## src/rtl/beehive_demux_five.sv

```systemverilog
// Beehive NoC input port: XY-routes each wormhole packet from one link to one of
// five outputs (0=local, 1=N, 2=E, 3=S, 4=W) through a single-entry output register.
module beehive_demux_five #(
  parameter int WIDTH = 64,
  parameter int XY_W  = 8,
  parameter int LEN_W = 8,
  parameter int MY_X  = 1,
  parameter int MY_Y  = 1
) (
  input  logic             clk,
  input  logic             rst_n,
  input  logic [WIDTH-1:0] in_data,
  input  logic             in_val,
  output logic             in_rdy,
  output logic [WIDTH-1:0] out_data,
  output logic [4:0]       out_val,
  input  logic [4:0]       out_rdy,
  output logic [2:0]       out_sel
);

  localparam logic [XY_W-1:0] MYX = XY_W'(MY_X);
  localparam logic [XY_W-1:0] MYY = XY_W'(MY_Y);

  localparam logic [2:0] R_LOCAL = 3'd0;
  localparam logic [2:0] R_NORTH = 3'd1;
  localparam logic [2:0] R_EAST  = 3'd2;
  localparam logic [2:0] R_SOUTH = 3'd3;
  localparam logic [2:0] R_WEST  = 3'd4;

  typedef enum logic {HDR, BODY} state_t;

  state_t           state, state_nx;
  logic [LEN_W-1:0] body_cnt, cnt_nx;
  logic [2:0]       route_q, route_nx;
  logic [2:0]       hdr_route, flit_route;
  logic             full;
  logic             drain, accept;
  logic [7:0]       rdy_ext;

  logic [XY_W-1:0]  dst_x, dst_y;
  logic [LEN_W-1:0] len;

  assign dst_x = in_data[WIDTH-1 -: XY_W];
  assign dst_y = in_data[WIDTH-1-XY_W -: XY_W];
  assign len   = in_data[WIDTH-1-2*XY_W -: LEN_W];

  // Dimension-order routing: resolve X first, then Y.
  always_comb begin
    hdr_route = R_LOCAL;
    if (dst_x > MYX)      hdr_route = R_EAST;
    else if (dst_x < MYX) hdr_route = R_WEST;
    else if (dst_y > MYY) hdr_route = R_SOUTH;
    else if (dst_y < MYY) hdr_route = R_NORTH;
  end

  // Only the selected output's ready can drain the register.
  assign rdy_ext = {3'b000, out_rdy};
  assign drain   = full && rdy_ext[out_sel];
  assign in_rdy  = !full || drain;
  assign accept  = in_val && in_rdy;

  always_comb begin
    state_nx   = state;
    cnt_nx     = body_cnt;
    route_nx   = route_q;
    flit_route = route_q;
    case (state)
      HDR: begin
        flit_route = hdr_route;
        if (accept) begin
          route_nx = hdr_route;
          if (len != '0) begin
            cnt_nx   = len;
            state_nx = BODY;
          end
        end
      end
      BODY: begin
        if (accept) begin
          cnt_nx = body_cnt - 1'b1;
          if (body_cnt == LEN_W'(1)) state_nx = HDR;
        end
      end
      default: state_nx = HDR;
    endcase
  end

  always_ff @(posedge clk or negedge rst_n) begin
    if (!rst_n) begin
      state    <= HDR;
      body_cnt <= '0;
      route_q  <= '0;
      full     <= 1'b0;
      out_data <= '0;
      out_sel  <= '0;
    end else begin
      state    <= state_nx;
      body_cnt <= cnt_nx;
      route_q  <= route_nx;
      if (accept) begin
        out_data <= in_data;
        out_sel  <= flit_route;
        full     <= 1'b1;
      end else if (drain) begin
        full <= 1'b0;
      end
    end
  end

  always_comb begin
    out_val = '0;
    if (full) out_val = 5'b00001 << out_sel;
  end

endmodule

```

## config.mk

```make
export PLATFORM = sky130hd
export DESIGN_NAME = beehive_demux_five
export DESIGN_NICKNAME = d
export VERILOG_FILES = /design/src/rtl/beehive_demux_five.sv
export SDC_FILE = /design/constraint.sdc
export NUM_CORES = 1
export LEC_CHECK = 0
export ABC_AREA = 1
export CAP_MARGIN = 20
export CORE_ASPECT_RATIO = 0.7
export CORE_MARGIN = 2
export CORE_UTILIZATION = 32
export CTS_BUF_LIST = sky130_fd_sc_hd__clkbuf_8
export DETAILED_ROUTE_END_ITERATION = 8
export REMOVE_ABC_BUFFERS = 1
export SYNTH_ARGS = -nofsm -noshare
export SYNTH_HDL_FRONTEND = slang
export SYNTH_SLANG_ARGS = --single-unit
```

## constraint.sdc

```tcl
create_clock -name clk -period 3.5 [get_ports clk]
set_input_delay 0.7 -clock clk [delete_from_list [all_inputs] [get_ports clk]]
set_output_delay 0.7 -clock clk [all_outputs]
set_load 0.02 [all_outputs]
```

==> summary by stage <==
Run status
The flow ran to the end, and the final reports show no timing, DRC or antenna violations.

Placed design
In this run the tool buffered the top-level ports with around 140 buffer cells. After legalization and detailed placement, the total HPWL measured 6691 um. The weighted congestion at the end of routability-driven global placement is about 0.8.

Clock network
Clock-pin slew was measured on the worst setup and hold paths at ~80 ps. The clock tree synthesis step divided the H-tree into 3 levels. The number of instances resized during post-cts repair is 0. Clock tree synthesis found a total of 80 sinks. The source-to-sink clock delay at the later pin of the worst-skew pair is around 350 ps. The buffer type at the clock tree root is clkbuf_8. Counting along the longest clock path gives a buffer depth of 2.

The number of setup buffers added after CTS is 0. The number of hold buffers added after CTS was 0. The TritonCTS buffer count is 9. TritonCTS built the clock tree.

Setup path
The critical path endpoint category is an output pin. Setup slack on the worst reg-to-reg path comes out at around 1600 ps. STA classifies the critical path startpoint as an input port. The required time of the worst setup path is about 2800 ps. The critical path arrival is around 2300 ps.

The source of the worst register-to-register timing path is state$_DFF_PN0_. The endpoint identified for the worst register-to-register timing path is body_cnt[3]$_DFFE_PN0P_. The class of the most critical setup path is in -> out. The number of cells on the worst reg-to-reg path is 5. The maximum fanout along the worst path is 11.

Timing
The final number of max-transition violations is 0. The upper clock frequency limit is 329.7 MHz. The slew at the pin closest to its max-slew limit is between 600 and 700 ps. The clock period minus final worst setup slack is 3033 ps. The number of failing hold endpoints at the final stage is 0. The worst pin sits at a relative slew slack of 0.5938.

After routing, the total negative slack on setup checks comes to 0 ps. In the finished design, the share of the clock period the worst path needs comes to 0.8665. Setup violations remaining at the end of the flow were counted as 0. Setup repair after global routing left no endpoint under its margin.

Clock skew on the completed layout was measured at 8.473 ps.

Global routing
The total routing resource utilization after global routing is 0.1581. The remaining global-route overflow is 0. The number of global-route vias before repair came to about 3200. The largest net degree at the start of global routing is 82. The number of antenna violations at the first check in global routing is 0. The first-pass GRT wire length is ~15000 um.

Synthesis
The share of synthesized registers carrying an async set or reset is 1.000. For this run, the register share of the synthesized area comes to 0.5463. Synthesis inferred 80 register bits. The dominant register cell in the synthesized netlist is dfrtp_1. The most common cell in the synthesized netlist is nand2_1. The cell accounting for the most synthesized area is dfrtp_1.

The fraction of post-synthesis cell area in the top cell type by area is 0.5463. Yosys attributes the largest share of cell area to dfrtp_1 55%, nand2_1 24%, inv_1 3.2%, buf_6 3.1%, nand3_1 2.6%. The number of distinct library cells after synthesis is 24. The Yosys step of the flow raised 0 warnings. The number of flops mapped to enable cells by yosys is 0. Summing every instance area after synthesis gives about 3700 um2. After technology mapping, the gate count stands at 453. After synthesis, the most frequently instantiated cells are 237 x nand2_1, 80 x dfrtp_1, 31 x inv_1, 19 x nand3_1, 17 x nor2_1. The mean instance size in the synthesized netlist is 8.090 um2.

Final layout
The area growth from synthesis to final layout is 47.90%. Of the cells placed in the final design, the portion with a size suffix greater than 1 is 0.04515. The repair_antennas step left the layout with diodes totalling 0.

After the last flow step, the layout net total stands at 667. Measured on the finished design, the core utilization comes to 0.4887.

Floorplanning
Pin placement for this block handled between 100 and 150 I/O pins. The floorplan step defined a die boundary enclosing 12340 um2. The floorplan step set the die width to approximately 130 um. The standard-cell row count is 32.

The effective utilization at floorplan is 0.3304. After floorplanning, the core was sized to cover between 10000 and 15000 um2. In this run the vertical extent of the chip is approximately 94 um.

Hold path
The tightest min-delay check is of the in -> async type.

Run
The reported max-cap violation count is 0.

Drt
The average via count per standard cell is ~4.5. The average routed wire per standard cell is 12.87 um. The routed layout has ~3400 vias.

The number of iterations in the first detailed-routing pass is 4. The final layout contains routed wiring with a total length of around 9700 um. In this run, the number of DRC markers left after iteration 0 of detailed routing was roughly 170. The number of remaining DRC errors is 0.

Once detail routing completed, the nets flagged for antenna violations numbered 0.

Power
For this design the ratio of total power to cell area is about 900 nW/um2. In this run the static leakage power is approximately 2.6 nW. The highest ir drop seen on vdd is 0.0003458 V.
## worst max-delay path, cell delays in order
cell             delay, ps
clkdlybuf4s50_1        460
nand2_1                 50
nand2_1                 70
nand2_1                 40
nand2_1                 90
nand2_2                 90
nand2_4                180
clkdlybuf4s50_1        640
## final cells by class
type                    count  area [um2]
clock inverters             6       115.1
repair buffers            147        1474
flip-flops and latches     80        2002
inverters                  32       120.1
clock buffers              10       137.6
multi-input cells         323        1380
well taps                 153       191.4
fillers                  1092        5670
## logic make-up after synthesis
group / Yosys count / synth area share
simple gates: 295 / 0.3312
compound gates: 26 / 0.03858
buf+inv: 50 / 0.07716
flops: 80 / 0.5463
fa+ha+maj: 2 / 0.006827
## power by group
| group | total, W | internal, W | switching [W] |
|---|---|---|---|
| Sequential | 0.00164 | 0.00136 | 0.000284 |
| Clock | 0.000851 | 0.000497 | 0.000354 |
| Combinational | 0.00238 | 0.00105 | 0.00132 |
## state kept, by name (all words and copies together), names as in the netlist
register and cells:
body_cnt 8, full 1, out_data 64, out_sel 3, route_q 3, state 1
## cell usage in the layout (no fill, tap or decap)
| cell type | synthesis | routed |
|---|---|---|
| buf_4 | 5 | 3 |
| nand3_4 | 1 | 1 |
| nand2_2 | 1 | 1 |
| clkinvlp_4 | 0 | 1 |
| clkinv_4 | 0 | 1 |
| nand4_1 | 10 | 10 |
| nand3_1 | 19 | 19 |
| a21oi_1 | 1 | 1 |
| clkbuf_8 | 0 | 10 |
| nor3_1 | 5 | 5 |
| dfrtp_1 | 80 | 80 |
| nor2_1 | 17 | 17 |
| nand2_4 | 1 | 1 |
| inv_6 | 0 | 1 |
| nand2_1 | 237 | 237 |
| nand2_8 | 1 | 1 |
| clkdlybuf4s50_1 | 0 | 143 |
| buf_12 | 0 | 1 |
| a21oi_4 | 1 | 1 |
| o21ai_0 | 9 | 9 |
| bufinv_16 | 0 | 3 |
| o21ai_1 | 15 | 15 |
| nand3_2 | 1 | 1 |
| inv_1 | 31 | 31 |
| inv_2 | 1 | 1 |
| ha_1 | 2 | 2 |
| nor4_1 | 2 | 2 |
## worst max path at each step
stage,startpoint,to,slack (ps)
6_report,out_rdy[3],in_rdy,470
5_1_grt,out_rdy[3],in_rdy,370
4_1_cts,out_rdy[3],in_rdy,460
3_5_place_dp,out_rdy[3],in_rdy,460
3_3_place_gp,out_rdy[3],in_rdy,500
2_1_floorplan,out_rdy[3],out_sel[2]$_DFFE_PN0P_,1410
## per-stage QoR
stage / cell area (um2) / std cells / worst slack, ps / hold WS, ps / power [W]
6_report: 5420 / 751 / 467.1 / 314.7 / 0.004868
3_5_place_dp: 5147 / 734 / 462.1 / 459.5 / 0.004043
4_1_cts: 5400 / 750 / 460.2 / 480.9 / 0.004924
3_3_place_gp: 5147 / 734 / 495.3 / 456.9 / 0.004009
2_1_floorplan: 3502 / 435 / 1414 / 404.4 / 0.002874
5_1_grt: 5420 / 751 / 373.0 / 345.9 / 0.005195
## routing by layer
layer  vias to the layer above  global-route usage  part of all wire
li1                       1680                   -                 -
met3                        14             0.05637             0.088
met1                      1538              0.2168              0.48
met2                       132              0.2331              0.41
met5                         -                   0                 0
met4                         0             0.04982             0.013
Note: power is estimated with default switching activity, not from simulation.
